**src/rtl/hourglass_sort_arbiter.sv**
```systemverilog
// hourglass_sort_arbiter
//   Shares a single hourglass_sorting_module between NUM_REQUESTERS clients.
//   A job is granted round-robin in IDLE. The winner's key vector is
//   registered into sorter_in_keys and the sorter is pulsed with sorter_load
//   in LOAD. In DRAIN the sorter's output stream is passed through to the
//   axis_out_* port, tagged with the owner ID and a last flag.
//
// Ports
//   clk, rst               clock (rising edge), async active-low reset
//   req_valid/req_ready    per-client request / one-hot accept pulse
//   req_keys               client key vectors, client r in slice r
//   sorter_load            one-cycle load pulse to the sorter
//   sorter_in_keys         registered key vector of the granted job
//   sorter_out_*           sorter output stream (key, index, valid/ready)
//   axis_out_*             forwarded stream (key, index, id, last, valid/ready)
//   busy                   high whenever the arbiter is not IDLE
//   timeout_err            sticky watchdog flag (HOURGLASS_ARB_TIMEOUT_EN only)
//
// Build option
//   HOURGLASS_ARB_TIMEOUT_EN : adds a DRAIN watchdog. If the sorter stays
//   silent for TIMEOUT_CYCLES consecutive cycles, the job is abandoned and
//   timeout_err is set.
module hourglass_sort_arbiter #(
  parameter int NUM_REQUESTERS     = 4,
  parameter int REQ_ID_WIDTH       = 2,
  parameter int NUMBER_OF_ELEMENTS = 24,
  parameter int KEY_WIDTH          = 8,
  parameter int OUTPUT_INDEX_WIDTH = 5,
  parameter int TIMEOUT_CYCLES     = 256
) (
  input  logic                                             clk,
  input  logic                                             rst,
  input  logic [NUM_REQUESTERS-1:0]                        req_valid,
  output logic [NUM_REQUESTERS-1:0]                        req_ready,
  input  logic [NUM_REQUESTERS*NUMBER_OF_ELEMENTS*KEY_WIDTH-1:0] req_keys,
  output logic                                             sorter_load,
  output logic [NUMBER_OF_ELEMENTS*KEY_WIDTH-1:0]          sorter_in_keys,
  input  logic [KEY_WIDTH-1:0]                             sorter_out_key,
  input  logic [OUTPUT_INDEX_WIDTH-1:0]                    sorter_out_index,
  input  logic                                             sorter_out_valid,
  output logic                                             sorter_out_ready,
  output logic [KEY_WIDTH-1:0]                             axis_out_key,
  output logic [OUTPUT_INDEX_WIDTH-1:0]                    axis_out_index,
  output logic [REQ_ID_WIDTH-1:0]                          axis_out_id,
  output logic                                             axis_out_last,
  output logic                                             axis_out_valid,
  input  logic                                             axis_out_ready,
  output logic                                             busy
`ifdef HOURGLASS_ARB_TIMEOUT_EN
  ,
  output logic                                             timeout_err
`endif
);

  localparam int KV_W  = NUMBER_OF_ELEMENTS * KEY_WIDTH;
  localparam int CNT_W = (NUMBER_OF_ELEMENTS > 1) ? $clog2(NUMBER_OF_ELEMENTS) : 1;
  // A misconfigured instance never grants rather than mis-tagging jobs.
  localparam bit CFG_OK = (NUM_REQUESTERS >= 2) &&
                          (REQ_ID_WIDTH >= $clog2(NUM_REQUESTERS)) &&
                          (TIMEOUT_CYCLES > 0);

  typedef enum logic [1:0] {IDLE, LOAD, DRAIN} state_t;

  state_t                  state, state_d;
  logic [REQ_ID_WIDTH-1:0] rr_ptr, owner, win_id, next_ptr;
  logic [CNT_W-1:0]        count;
  logic                    win, grant, xfer, is_last, wd_hit;
  int                      idx;

  // Rotating priority search: first asserted req_valid at or after rr_ptr.
  always_comb begin
    win    = 1'b0;
    win_id = '0;
    idx    = 0;
    for (int i = 0; i < NUM_REQUESTERS; i++) begin
      idx = int'(rr_ptr) + i;
      if (idx >= NUM_REQUESTERS) idx = idx - NUM_REQUESTERS;
      if (!win && req_valid[idx]) begin
        win    = 1'b1;
        win_id = REQ_ID_WIDTH'(idx);
      end
    end
  end

  assign next_ptr = (int'(win_id) == NUM_REQUESTERS-1) ? '0 : win_id + 1'b1;
  assign is_last  = (count == CNT_W'(NUMBER_OF_ELEMENTS-1));

  // Stream data is a pure pass-through; only the handshake is gated by state.
  assign axis_out_key   = sorter_out_key;
  assign axis_out_index = sorter_out_index;
  assign axis_out_id    = owner;
  assign axis_out_last  = (state == DRAIN) && is_last;
  assign busy           = (state != IDLE);

  // Next-state and handshake outputs
  always_comb begin
    state_d          = state;
    req_ready        = '0;
    sorter_load      = 1'b0;
    axis_out_valid   = 1'b0;
    sorter_out_ready = 1'b0;
    grant            = 1'b0;
    xfer             = 1'b0;
    case (state)
      IDLE: begin
        // req_ready is combinational in the accept cycle; gating with rst
        // keeps it low while reset is held even if clients are requesting.
        if (win && rst && CFG_OK) begin
          grant     = 1'b1;
          req_ready = NUM_REQUESTERS'(1) << win_id;
          state_d   = LOAD;
        end
      end
      LOAD: begin
        sorter_load = 1'b1;
        state_d     = DRAIN;
      end
      DRAIN: begin
        axis_out_valid   = sorter_out_valid;
        sorter_out_ready = axis_out_ready;
        xfer             = sorter_out_valid && axis_out_ready;
        if (xfer && is_last) state_d = IDLE;
        if (wd_hit)          state_d = IDLE;
      end
      default: state_d = IDLE;
    endcase
  end

  always_ff @(posedge clk or negedge rst) begin
    if (!rst) begin
      state          <= IDLE;
      sorter_in_keys <= '0;
      owner          <= '0;
      rr_ptr         <= '0;
      count          <= '0;
    end else begin
      state <= state_d;
      if (grant) begin
        sorter_in_keys <= req_keys[int'(win_id)*KV_W +: KV_W];
        owner          <= win_id;
        rr_ptr         <= next_ptr;
      end
      // Wrap to zero on the last beat so count never reaches the element count.
      if (state == LOAD)  count <= '0;
      else if (xfer)      count <= is_last ? '0 : count + 1'b1;
    end
  end

`ifdef HOURGLASS_ARB_TIMEOUT_EN
  localparam int WD_W = (TIMEOUT_CYCLES > 1) ? $clog2(TIMEOUT_CYCLES) : 1;
  logic [WD_W-1:0] wd;

  // Counts consecutive silent DRAIN cycles; fires on the TIMEOUT_CYCLES-th.
  assign wd_hit = (state == DRAIN) && !sorter_out_valid &&
                  (wd == WD_W'(TIMEOUT_CYCLES-1));

  always_ff @(posedge clk or negedge rst) begin
    if (!rst) begin
      wd          <= '0;
      timeout_err <= 1'b0;
    end else begin
      if (state != DRAIN || sorter_out_valid || wd_hit) wd <= '0;
      else                                              wd <= wd + 1'b1;
      if (wd_hit) timeout_err <= 1'b1;
    end
  end
`else
  assign wd_hit = 1'b0;
`endif

endmodule

```
**config.mk**
```make
export PLATFORM = sky130hd
export DESIGN_NAME = hourglass_sort_arbiter
export DESIGN_NICKNAME = d
export VERILOG_FILES = /design/src/rtl/hourglass_sort_arbiter.sv
export SDC_FILE = /design/constraint.sdc
export NUM_CORES = 1
export LEC_CHECK = 0
export CAP_MARGIN = 15
export CORE_AREA = 3 3 385 387
export CTS_BUF_LIST = sky130_fd_sc_hd__clkbuf_4 sky130_fd_sc_hd__clkbuf_8 sky130_fd_sc_hd__clkbuf_16
export DETAILED_ROUTE_END_ITERATION = 6
export DIE_AREA = 0 0 388 390
export GPL_TIMING_DRIVEN = 0
export PLACE_DENSITY_LB_ADDON = 0.12
export SETUP_SLACK_MARGIN = 0.5
export SLEW_MARGIN = 20
export SYNTH_ARGS = -nofsm -noshare
export SYNTH_HDL_FRONTEND = slang
export SYNTH_SLANG_ARGS = --single-unit
```
**constraint.sdc**
```tcl
create_clock -name clk -period 2.5 [get_ports clk]
set_clock_uncertainty 0.1 [all_clocks]
set_input_delay 0.375 -clock clk [delete_from_list [all_inputs] [get_ports clk]]
set_output_delay 0.375 -clock clk [all_outputs]
set_load 0.01 [all_outputs]
```
* Word-level counts from Yosys, hierarchy flattened
Index checks and enable logic that the tools add are counted.
Storage, ports and cells: register bits after elaboration 203, bits in latches 0, bits in writable memories 0, memory bits (read-only) 0, input port bits 789, output and inout bits 216, logic and storage cells 84, memories kept 0
Operators by class: $add $sub $neg 9, multiply operators 1, divide/modulo/power cells 0, magnitude comparators 8, eq/ne operators 6, shift operators 2, muxes and demuxes 39, bitwise logic cells 0, reduce and logical (&&, ||, !) cells 14
Operators by type and width (count):
- variable part select 768 x 11 -> 192 bit | 1
- < comparator 32 x 4 -> 1 bit, second input constant | 4
- two-way mux 32 bit | 4
- two-way mux 1 bit | 18
- two-way mux 5 bit | 3
- two-way mux 2 bit | 7
- subtractor 3 x 3 -> 4 bit, second input constant | 3
- >= comparator 3 bit, second input constant | 3
- binary-select mux 1 bit (select 2 bit) | 4
- two-way mux 4 bit | 2
- logical AND 1 bit | 7
- adder 2 x 2 -> 3 bit, second input constant | 2
- case mux 2 bit (3 select lines) | 1
- adder 5 x 1 -> 5 bit, second input constant | 1
- == test 5 bit, second input constant | 1
- == test 2 x 1 -> 1 bit, second input constant | 2
- multiplier 2 x 2 -> 4 bit, second input constant | 1
- nonzero test 2 bit | 2
- << shifter 1 x 2 -> 4 bit, first input constant | 1
- subtractor 2 x 3 -> 4 bit, second input constant | 1
- adder 2 x 1 -> 3 bit, second input constant | 1
- >= comparator 2 x 3 -> 1 bit, second input constant | 1
- zero test 1 bit | 3
- adder 2 x 1 -> 2 bit, second input constant | 1
- 5 further kinds | 5

* Depth between registers and ports, before layout
Gate-level depths: netlist of the first run.
depth in word-level cells 18, mapped depth 9, depth with buffers taken out 6

* Worst setup path after synthesis of the first run
Ideal clock, no wire load.
path kind flip-flop to output port, from reg rr_ptr[1], to out req_ready[3], arrival time 1826 ps, required time 2025 ps, setup slack 199 ps, stages on the path, launching flop included 9, buffers on the path 3, cells stage by stage dfrtp_1 > mux2_1 > o221ai_1 > buf_2 > buf_4 > buf_4 > inv_2 > ha_1 > and2_1
Between the ends: cells in the longest elaborated chain, start to end 18
RTL lines:
- start, declared | RTL line 65 | logic [REQ_ID_WIDTH-1:0] rr_ptr, owner, win_id, next_ptr;
- start signal, assigned | RTL line 141 | rr_ptr <= next_ptr;
- branches (longest 16 deep; another with subtractor 3 x 3 -> 4 bit)
- two-way mux 4 bit * | RTL line 108 | if (win && rst && CFG_OK) begin
- two-way mux 4 bit * | RTL line 104 | case (state)
- end, declared | RTL line 34 | output logic [NUM_REQUESTERS-1:0] req_ready,
Mark *: on every way between the ends. The select of a mux whose other input is x is not followed.

* Final worst setup path of the first run
Ends and elaborated chain as after synthesis.

==> flow_summary.yaml, run 1 <==
setup_path:
  end_kind: "output port"
  cp-start-kind: "register"
  crit_arrival_ns: 2.31
  crit_fanout: 5
  crit_type: "reg -> out"
  cp.required_ns: 2.03
sta:
  tightest_slew_ns: 1.056
  hold_violations: 66
  timing.final.crit_share: 1.114
  finalCriticalPeriod_ns: 2.784
  relSlewSlack: 0.2963
  max_freq_ghz: 0.3591
  finalMaxSlewViolations: 0
  setup_violations: 189
  grt_setup_unrepaired: "yes"
  fin_ws_ns: -0.2844
  hold_ws_ns: -0.4347
global_routing:
  grt_antenna_before_repair: 19
  overflow: 0
  grt_pass1_vias: 16380
  grtUsageTotal: 0.1325
  grt_pass1_wl_mm: 139.5
  grt_max_degree: 70
clocking:
  clk_path_buf_depth: 3
  clk_latency_ns: 0.60
  cts_made_buffers: 31
  clk_pin_slew_worst_paths_ns: 0.06
  h-tree-depth: 1
  cts_hold_repair.buffers: 4
  clock-sinks: 203
  cts_tree: "done"
  cts-root-buf: "clkbuf_16"
synthesis:
  netlist_instances: 1156
  synthDistinctLibCells: 35
  ys_top_cells_by_area: "dfrtp_1 (40%), mux2i_1 (30%), a2bb2oi_1 (13%)"
  postSynth.asyncResetShare: 1.000
  yosysTopAreaCellShare: 0.4020
  yosys-top-cells-count: "mux2i_1 (385), dfrtp_1 (203), o21ai_1 (193)"
  synth-main-ff-cell: "dfrtp_1"
  synth_edf_count: 0
  synth-seq-cells: 203
  ys_seq_area_frac: 0.4020
  synth_most_common_cell: "mux2i_1"
  synth_top_area_cell: "dfrtp_1"
  syn_nets: 1947
  yosys_warnings: 0
  post_synth.cell_area_avg_um2: 10.93
  synth_area_um2: 12640
layout:
  fin_util: 0.2091
  multiInputGateArea_um2: 8553
  n_fill_cell: 15760
  areaGrowthSynthToFinish_pct: 140.3
  drive_gt1_frac: 0.2199
  nets: 3095
  regArea_um2: 5082
floorplanning:
  row_count: 140
  initial_core_util: 0.08702
  core_um2: 145200
  die_height_um: 390
  fp.dieW_um: 388
  pin_count: 1005
  dieArea_um2: 151300
routing:
  first_iter_violations: 336
  wl_per_cell_um: 24.90
  first_pass_iters: 5
  postRouteAntennaNets: 0
  drcViolationCount: 0
  drt-total-wl_mm: 105.9
  via_count: 14550
  vias_per_cell: 3.421
status:
  status: "finished, violations left"
  violations: "negative hold slack, negative setup slack"
power:
  leakage_nw: 13.32
  power.density_nw_per_um2: 937.9
  irDropWorstVdd_mv: 0.5220
run:
  maxCapViolations: 0
place:
  io_buffer_count: 991
  hpwl_mm: 83.93
  gp_congestion: 0.8266
min_path:
  hold_class: "in -> async"
[registers in the layout, summed over array words and instances (netlist names)]
register,cells
count,5
axis_out_id,2
sorter_in_keys,192
state,2
rr_ptr,2
[cell families (layout without fill, tap and decap cells)]
kind of cell	after synthesis	after routing	synth area share
adder cells (fa/ha/maj)	2	2	0.001980
XOR/XNOR	2	2	0.001386
AO/OA/AOI/OAI	396	396	0.2150
AND/OR/NAND/NOR	41	41	0.01624
flip-flops	203	203	0.4020
buffers and inverters	126	1294	0.05762
other	0	11	0
multiplexers	386	386	0.3058
[report_power, final]
part	internal, mW	total, mW	switching (mW)
clock	2.77	4.61	1.84
combinational	9.71	18.0	8.33
sequential	4.84	5.83	0.999
total	17.3	28.5	11.2
[final timing paths]
kind | start | end | slack [ns] | depth (start not counted)
hold / removal | rst | sorter_in_keys[180] | -0.43 | 1
min in group clk | req_keys[759] | sorter_in_keys[183] | 0.28 | 3
setup / recovery | rr_ptr[1] | req_ready[3] | -0.28 | 9
setup reg to reg | rr_ptr[1] | sorter_in_keys[157] | -0.26 | 15
max in group asynchronous | rst | sorter_in_keys[6] | 1.13 | 3
hold reg to reg | sorter_in_keys[130] | sorter_in_keys[130] | 0.39 | 2
[cell type report]
class / instances / share of cell area
timing repair buffer: 1115 / 0.3950
sequential: 203 / 0.1673
antenna: 11 / 0.0009064
inverter: 6 / 0.001071
clock inverter: 7 / 0.002884
buffer: 120 / 0.04112
multi-input combinational: 827 / 0.2816
clock buffer: 46 / 0.03110
tap: 1917 / 0.07898
[critical path, cell delays in order, from the launching register on]
cell      delay, ns
dfrtp_2        0.44
mux2_4         0.31
o221ai_2       0.17
buf_6          0.15
buf_12         0.11
buf_12         0.10
inv_8          0.03
ha_4           0.13
and2_4         0.13
buf_6          0.13
[cells in the final DEF, fill, tap and decap left out, types with 53 or more instances in the layout]
cell type        count
mux2i_1            244
a2bb2oi_1          132
dlygate4sd2_1       90
mux2i_4             81
a2bb2oi_2           60
o21ai_1            190
dfrtp_1            201
dlymetal6s2s_1     102
clkdlybuf4s50_1    785
mux2i_2             60
buf_4               53
[repair_timing]
item / CTS / global route
setup buffers: 81 / 15
pin swaps: 69 / 42
endpoints found under the hold margin: 75 / 66
endpoints found under the setup margin: 399 / 301
resized for setup: 485 / 281
cloned: 20 / 2
[metal layers]
| metal | vias to the layer above | global-route usage | part of all wire |
|---|---|---|---|
| met5 | - | 0 | 0.00039 |
| met4 | 6 | 0.03185 | 0.021 |
| met3 | 80 | 0.03508 | 0.062 |
| met2 | 551 | 0.2469 | 0.53 |
| met1 | 7162 | 0.1491 | 0.38 |
| li1 | 6746 | - | - |
[stage by stage]
stage | total power [mW] | cell area, um2 | setup WS [ns] | setup TNS (ns) | std cells
final | 28.48 | 30370 | -0.2844 | -25.52 | 4252
after global routing | 30.22 | 30370 | -0.4048 | -50.46 | 4251
after CTS | 28.20 | 28950 | -0.3709 | -31.16 | 4224
after detailed placement | 20.20 | 25110 | -1.485 | -187.24 | 4066
after global placement | 20.16 | 25050 | -11.71 | -4260.87 | 4064
after floorplan | 12.21 | 12730 | 0.3772 | 0 | 1156
Note: power is estimated with default switching activity, not from simulation.
==> run 2, diff against run 1 <==
--- a/config.mk
+++ b/config.mk
@@ -13,6 +13,7 @@
 export GPL_TIMING_DRIVEN = 0
 export PLACE_DENSITY_LB_ADDON = 0.12
 export SETUP_SLACK_MARGIN = 0.5
+export SKIP_CTS_REPAIR_TIMING = 1
 export SLEW_MARGIN = 20
 export SYNTH_ARGS = -nofsm -noshare
 export SYNTH_HDL_FRONTEND = slang
==> run 2 against run 1 <==
The flow still finishes with violations (negative hold slack, negative setup slack). Register-to-register slack improved by 0.05 ns. Worst setup slack worse by 0.0052 ns. Die area did not move. Count of clock-buffer cells in the layout stayed put. Non-clock buffer count shrank 32. Core utilization is 0.73 points lower. Combinational power about the same. Power shrank 1.1%. First-iteration DRC count increased by 21%. Worst hold slack got worse by 0.0088 ns. Fmax down 0.18%.
==> flow_summary.yaml, run 2 (synthesized netlist as in run 1, its figures left out) <==
floorplanning:
  die_height_um: 390
  pin_count: 1005
  initial_core_util: 0.08702
  dieArea_um2: 151300
  row_count: 140
  core_um2: 145200
  fp.dieW_um: 388
layout:
  nets: 3063
  reg_top3: "sorter_in_keys: 192 flops, count: 5 flops"
  areaGrowthSynthToFinish_pct: 131.9
  largest-register: "sorter_in_keys"
  largest_reg_flops: 192
  fin_cells: 4216
  regArea_um2: 5081
  final_common_cell: "clkdlybuf4s50_1"
  drive_gt1_frac: 0.1937
  n_fill_cell: 15820
  fin_util: 0.2018
  multiInputGateArea_um2: 8214
  postLayoutCellArea_um2: 29300
  final_cell_mix: "clkdlybuf4s50_1 (981), mux2i_1 (264), dfrtp_1 (202)"
setup_path:
  cp.required_ns: 2.03
  crit_arrival_ns: 2.31
  crit_type: "reg -> out"
  crit_fanout: 6
  r2r-start: "rr_ptr[1]"
  end_kind: "output port"
  cp-start-kind: "register"
  cp-startpoint: "rr_ptr[1]"
sta:
  grt_setup_unrepaired: "yes"
  hold_ws_ns: -0.4435
  max_freq_ghz: 0.3585
  finalMaxSlewViolations: 0
  relSlewSlack: 0.4262
  timing.final.crit_share: 1.116
  fin_ws_ns: -0.2896
  tns_ns: -8.008
  hold_violations: 75
  setup_violations: 113
  tightest_slew_ns: 0.8607
  finalCriticalPeriod_ns: 2.790
clocking:
  clk_latency_ns: 0.60
  cts_tree: "done"
  cts-root-buf: "clkbuf_16"
  cts_made_buffers: 31
  clk_pin_slew_worst_paths_ns: 0.06
  h-tree-depth: 1
  clock-sinks: 203
  clk_path_buf_depth: 3
place:
  place_area_um2: 25110
  hpwl_mm: 83.93
  io_buffer_count: 991
  gp_congestion: 0.8266
  dp_cells: 4066
  pre_cts_ws_ns: -1.485
routing:
  postRouteAntennaNets: 0
  first_pass_iters: 4
  vias_per_cell: 3.391
  drcViolationCount: 0
  via_count: 14300
  drt-total-wl_mm: 105.0
  first_iter_violations: 408
  wl_per_cell_um: 24.91
power:
  power_mw: 28.16
  leakage_nw: 11.65
  irDropWorstVdd_mv: 0.5316
  power.density_nw_per_um2: 960.9
run:
  maxCapViolations: 0
global_routing:
  grt_antenna_before_repair: 13
  grt_pass1_vias: 15610
  overflow: 0
  grt_max_degree: 74
  grt_pass1_wl_mm: 132.3
  grtUsageTotal: 0.1249
status:
  violations: "negative hold slack, negative setup slack"
  status: "finished, violations left"
min_path:
  hold_class: "in -> async"
==> run 2: cell count changes in the layout (fill, tap and decap cells not counted), sizes merged <==
| cell | before | now |
|---|---|---|
| bufbuf | 1 | 0 |
| dlygate4sd2 | 90 | 0 |
| dlymetal6s2s | 102 | 3 |
| clkbuf | 79 | 105 |
| clkdlybuf4s15 | 4 | 0 |
| clkdlybuf4s50 | 785 | 981 |
| dlygate4sd3 | 2 | 0 |
| buf | 218 | 160 |
| diode | 11 | 7 |
==> run 2: worst paths after layout <==
check / endpoint / slack (ns) / cells past startpoint
max: req_ready[3] / -0.29 / 9
min: sorter_in_keys[180] / -0.44 / 1
max in group asynchronous: sorter_in_keys[138] / 1.87 / 2
min reg2reg: sorter_in_keys[180] / 0.39 / 2
min in group clk: sorter_in_keys[183] / 0.27 / 3
max reg2reg: sorter_in_keys[174] / -0.21 / 12
==> run 2: power by group <==
| part | leakage (nW) | switching [mW] | internal, mW |
|---|---|---|---|
| registers | 2.53 | 1.05 | 4.84 |
| logic | 8.60 | 8.06 | 9.59 |
| clock network | 0.518 | 1.85 | 2.77 |
| total | 11.7 | 11.0 | 17.2 |
==> run 2: worst max-delay path, cell delays in order (launching register included) <==
cell	delay, ns
dfrtp_2	0.44
mux2_4	0.31
o221ai_2	0.17
buf_6	0.15
buf_12	0.11
buf_12	0.10
inv_6	0.04
ha_4	0.14
and2_4	0.13
buf_6	0.13
==> run 2: layout make-up <==
cell class,instances,share of cell area
tap,1917,0.08185
antenna,7,0.0005978
multi-input combinational,827,0.2803
buffer,120,0.04180
sequential,203,0.1734
clock inverter,7,0.002989
inverter,6,0.0009393
timing repair buffer,1083,0.3859
clock buffer,46,0.03224
==> run 2: metal layers <==
layer	up-vias	GRT usage	wire length, um
li1	6657	-	-
met1	7061	0.1381	40230
met2	506	0.2364	56430
met3	66	0.03584	6536
met4	6	0.02378	1773
met5	-	0	41
==> run 3, diff against run 2 <==
--- a/config.mk
+++ b/config.mk
@@ -5,11 +5,10 @@
 export SDC_FILE = /design/constraint.sdc
 export NUM_CORES = 1
 export LEC_CHECK = 0
-export CAP_MARGIN = 15
-export CORE_AREA = 3 3 385 387
+export CORE_AREA = 2 2 395 397
 export CTS_BUF_LIST = sky130_fd_sc_hd__clkbuf_4 sky130_fd_sc_hd__clkbuf_8 sky130_fd_sc_hd__clkbuf_16
 export DETAILED_ROUTE_END_ITERATION = 6
-export DIE_AREA = 0 0 388 390
+export DIE_AREA = 0 0 397 399
 export GPL_TIMING_DRIVEN = 0
 export PLACE_DENSITY_LB_ADDON = 0.12
 export SETUP_SLACK_MARGIN = 0.5
==> run 3 against run 2 <==
Highest routed layer unchanged. Die area grew 4.7%. Cell area increased by 3.4%. The run still ends with negative hold slack, negative setup slack left. Sequential cell count is the same. Core utilization shrank 0.47 points. Critical path type unchanged. Largest cell class unchanged. Largest power group unchanged.
==> flow_summary.yaml, run 3 (synthesized netlist as in run 1, its figures left out) <==
status:
  violations: "negative hold slack, negative setup slack"
  status: "finished, violations left"
clocking:
  clk_path_buf_depth: 3
  clock-sinks: 203
  cts-root-buf: "clkbuf_16"
  clk_pin_slew_worst_paths_ns: 0.06
  cts_made_buffers: 31
  h-tree-depth: 1
  cts_tree: "done"
  clk_latency_ns: 0.61
routing:
  via_count: 14780
  postRouteAntennaNets: 0
  first_pass_iters: 5
  drt-total-wl_mm: 112.1
  vias_per_cell: 3.376
  wl_per_cell_um: 25.61
  first_iter_violations: 554
  drcViolationCount: 0
layout:
  fin_util: 0.1971
  drive_gt1_frac: 0.2207
  final_cell_mix: "clkdlybuf4s50_1 (934), mux2i_1 (242), dfrtp_1 (198)"
  nets: 3092
  reg_top3: "sorter_in_keys: 192 flops, count: 5 flops"
  areaGrowthSynthToFinish_pct: 139.7
  largest-register: "sorter_in_keys"
  final_common_cell: "clkdlybuf4s50_1"
  n_fill_cell: 16810
  largest_reg_flops: 192
setup_path:
  crit_type: "reg -> out"
  path_buf_inv: 5
  cp-start-kind: "register"
  crit_arrival_ns: 2.32
  crit_fanout: 6
  cp.required_ns: 2.03
  reg2reg_depth: 13
  end_kind: "output port"
  regToRegSetupSlack_ns: -0.22
  r2r_end: "sorter_in_keys[48]"
  r2r-start: "rr_ptr[1]"
  worst_path_max_delay_cell: "dfrtp_2"
  path_delay_family: "buffers and inverters"
  path_cells: "mux2_4 > o221ai_2 > buf_6 > buf_12 > buf_12 > inv_8 > ha_4 > and2_4 > buf_6"
  max_stage_delay_ns: 0.45
floorplanning:
  die_height_um: 399
  core_um2: 153700
  row_count: 144
  initial_core_util: 0.08223
  pin_count: 1005
  fp.dieW_um: 397
  dieArea_um2: 158400
run:
  maxCapViolations: 0
sta:
  setup_violations: 170
  timing.final.crit_share: 1.119
  hold_violations: 55
  max_freq_ghz: 0.3575
  finalCriticalPeriod_ns: 2.798
  tightest_slew_ns: 0.8946
  finalMaxSlewViolations: 0
  grt_setup_unrepaired: "yes"
  relSlewSlack: 0.4036
  hold_ws_ns: -0.3740
  fin_ws_ns: -0.2976
global_routing:
  grtUsageTotal: 0.1266
  grt_max_degree: 76
  overflow: 0
  grt_pass1_vias: 15570
  grt_pass1_wl_mm: 137.5
  grt_antenna_before_repair: 20
min_path:
  hold_class: "in -> async"
place:
  pre_cts_ws_ns: -1.342
  hpwl_mm: 90.33
  io_buffer_count: 991
  gp_congestion: 0.8874
power:
  irDropWorstVdd_mv: 0.5230
  power.density_nw_per_um2: 970.8
  leakage_nw: 12.34
-- run 3: how the worst max path moves through the flow --
stage | start | end | slack, ns | depth (start not counted)
3_5_place_dp | req_valid[2] | sorter_in_keys[50] | -1.34 | 8
3_3_place_gp | rst | req_ready[2] | -11.61 | 8
2_1_floorplan | rr_ptr[1] | req_ready[3] | 0.38 | 8
4_1_cts | state[0] | req_ready[2] | -1.43 | 8
6_report | rr_ptr[1] | req_ready[3] | -0.30 | 9
5_1_grt | rr_ptr[1] | req_ready[3] | -0.41 | 9
-- run 3: area by class of cell --
cell class | instances | area, um2 | area share
sequential | 203 | 5086 | 0.1679
timing repair buffer | 1112 | 11730 | 0.3871
inverter | 6 | 37.54 | 0.001239
buffer | 120 | 1206 | 0.03981
multi-input combinational | 827 | 8574 | 0.2830
clock buffer | 50 | 974.7 | 0.03217
tap | 2044 | 2557 | 0.08442
antenna | 10 | 25.02 | 0.0008260
clock inverter | 6 | 105.1 | 0.003469
-- run 3: through the flow --
step / instance area [um2] / instances / TNS [ns] / total power, mW
after floorplan: 12730 / 1156 / 0 / 12.21
after global placement: 25200 / 4191 / -4240.45 / 20.54
after detailed placement: 25270 / 4193 / -192.24 / 20.58
after CTS: 26350 / 4249 / -77.56 / 25.62
after global routing: 30290 / 4375 / -40.24 / 31.07
final: 30300 / 4378 / -17.95 / 29.41
-- run 3: worst reg2reg max path: stages (launching register included) --
cell and delay, ns:
dfrtp_2 0.45, mux2_4 0.31, o221ai_2 0.17, buf_6 0.14
buf_4 0.11, buf_12 0.14, buf_12 0.16, buf_16 0.13
buf_12 0.16, buf_12 0.17, buf_12 0.11, mux2i_1 0.18
a2bb2oi_1 0.18, o21ai_1 0.08
-- run 3: power by group --
group          switching, mW  internal (mW)
Combinational           8.60           10.0
Clock                   1.88           2.94
Sequential              1.11           4.84
Total                   11.6           17.8
-- run 3: routing by layer --
layer / vias up / track usage / routed length, um
met5: - / 0 / 33
met3: 80 / 0.02912 / 6905
met2: 571 / 0.2278 / 57780
met4: 6 / 0.03415 / 2123
met1: 7381 / 0.1496 / 45280
li1: 6743 / - / -
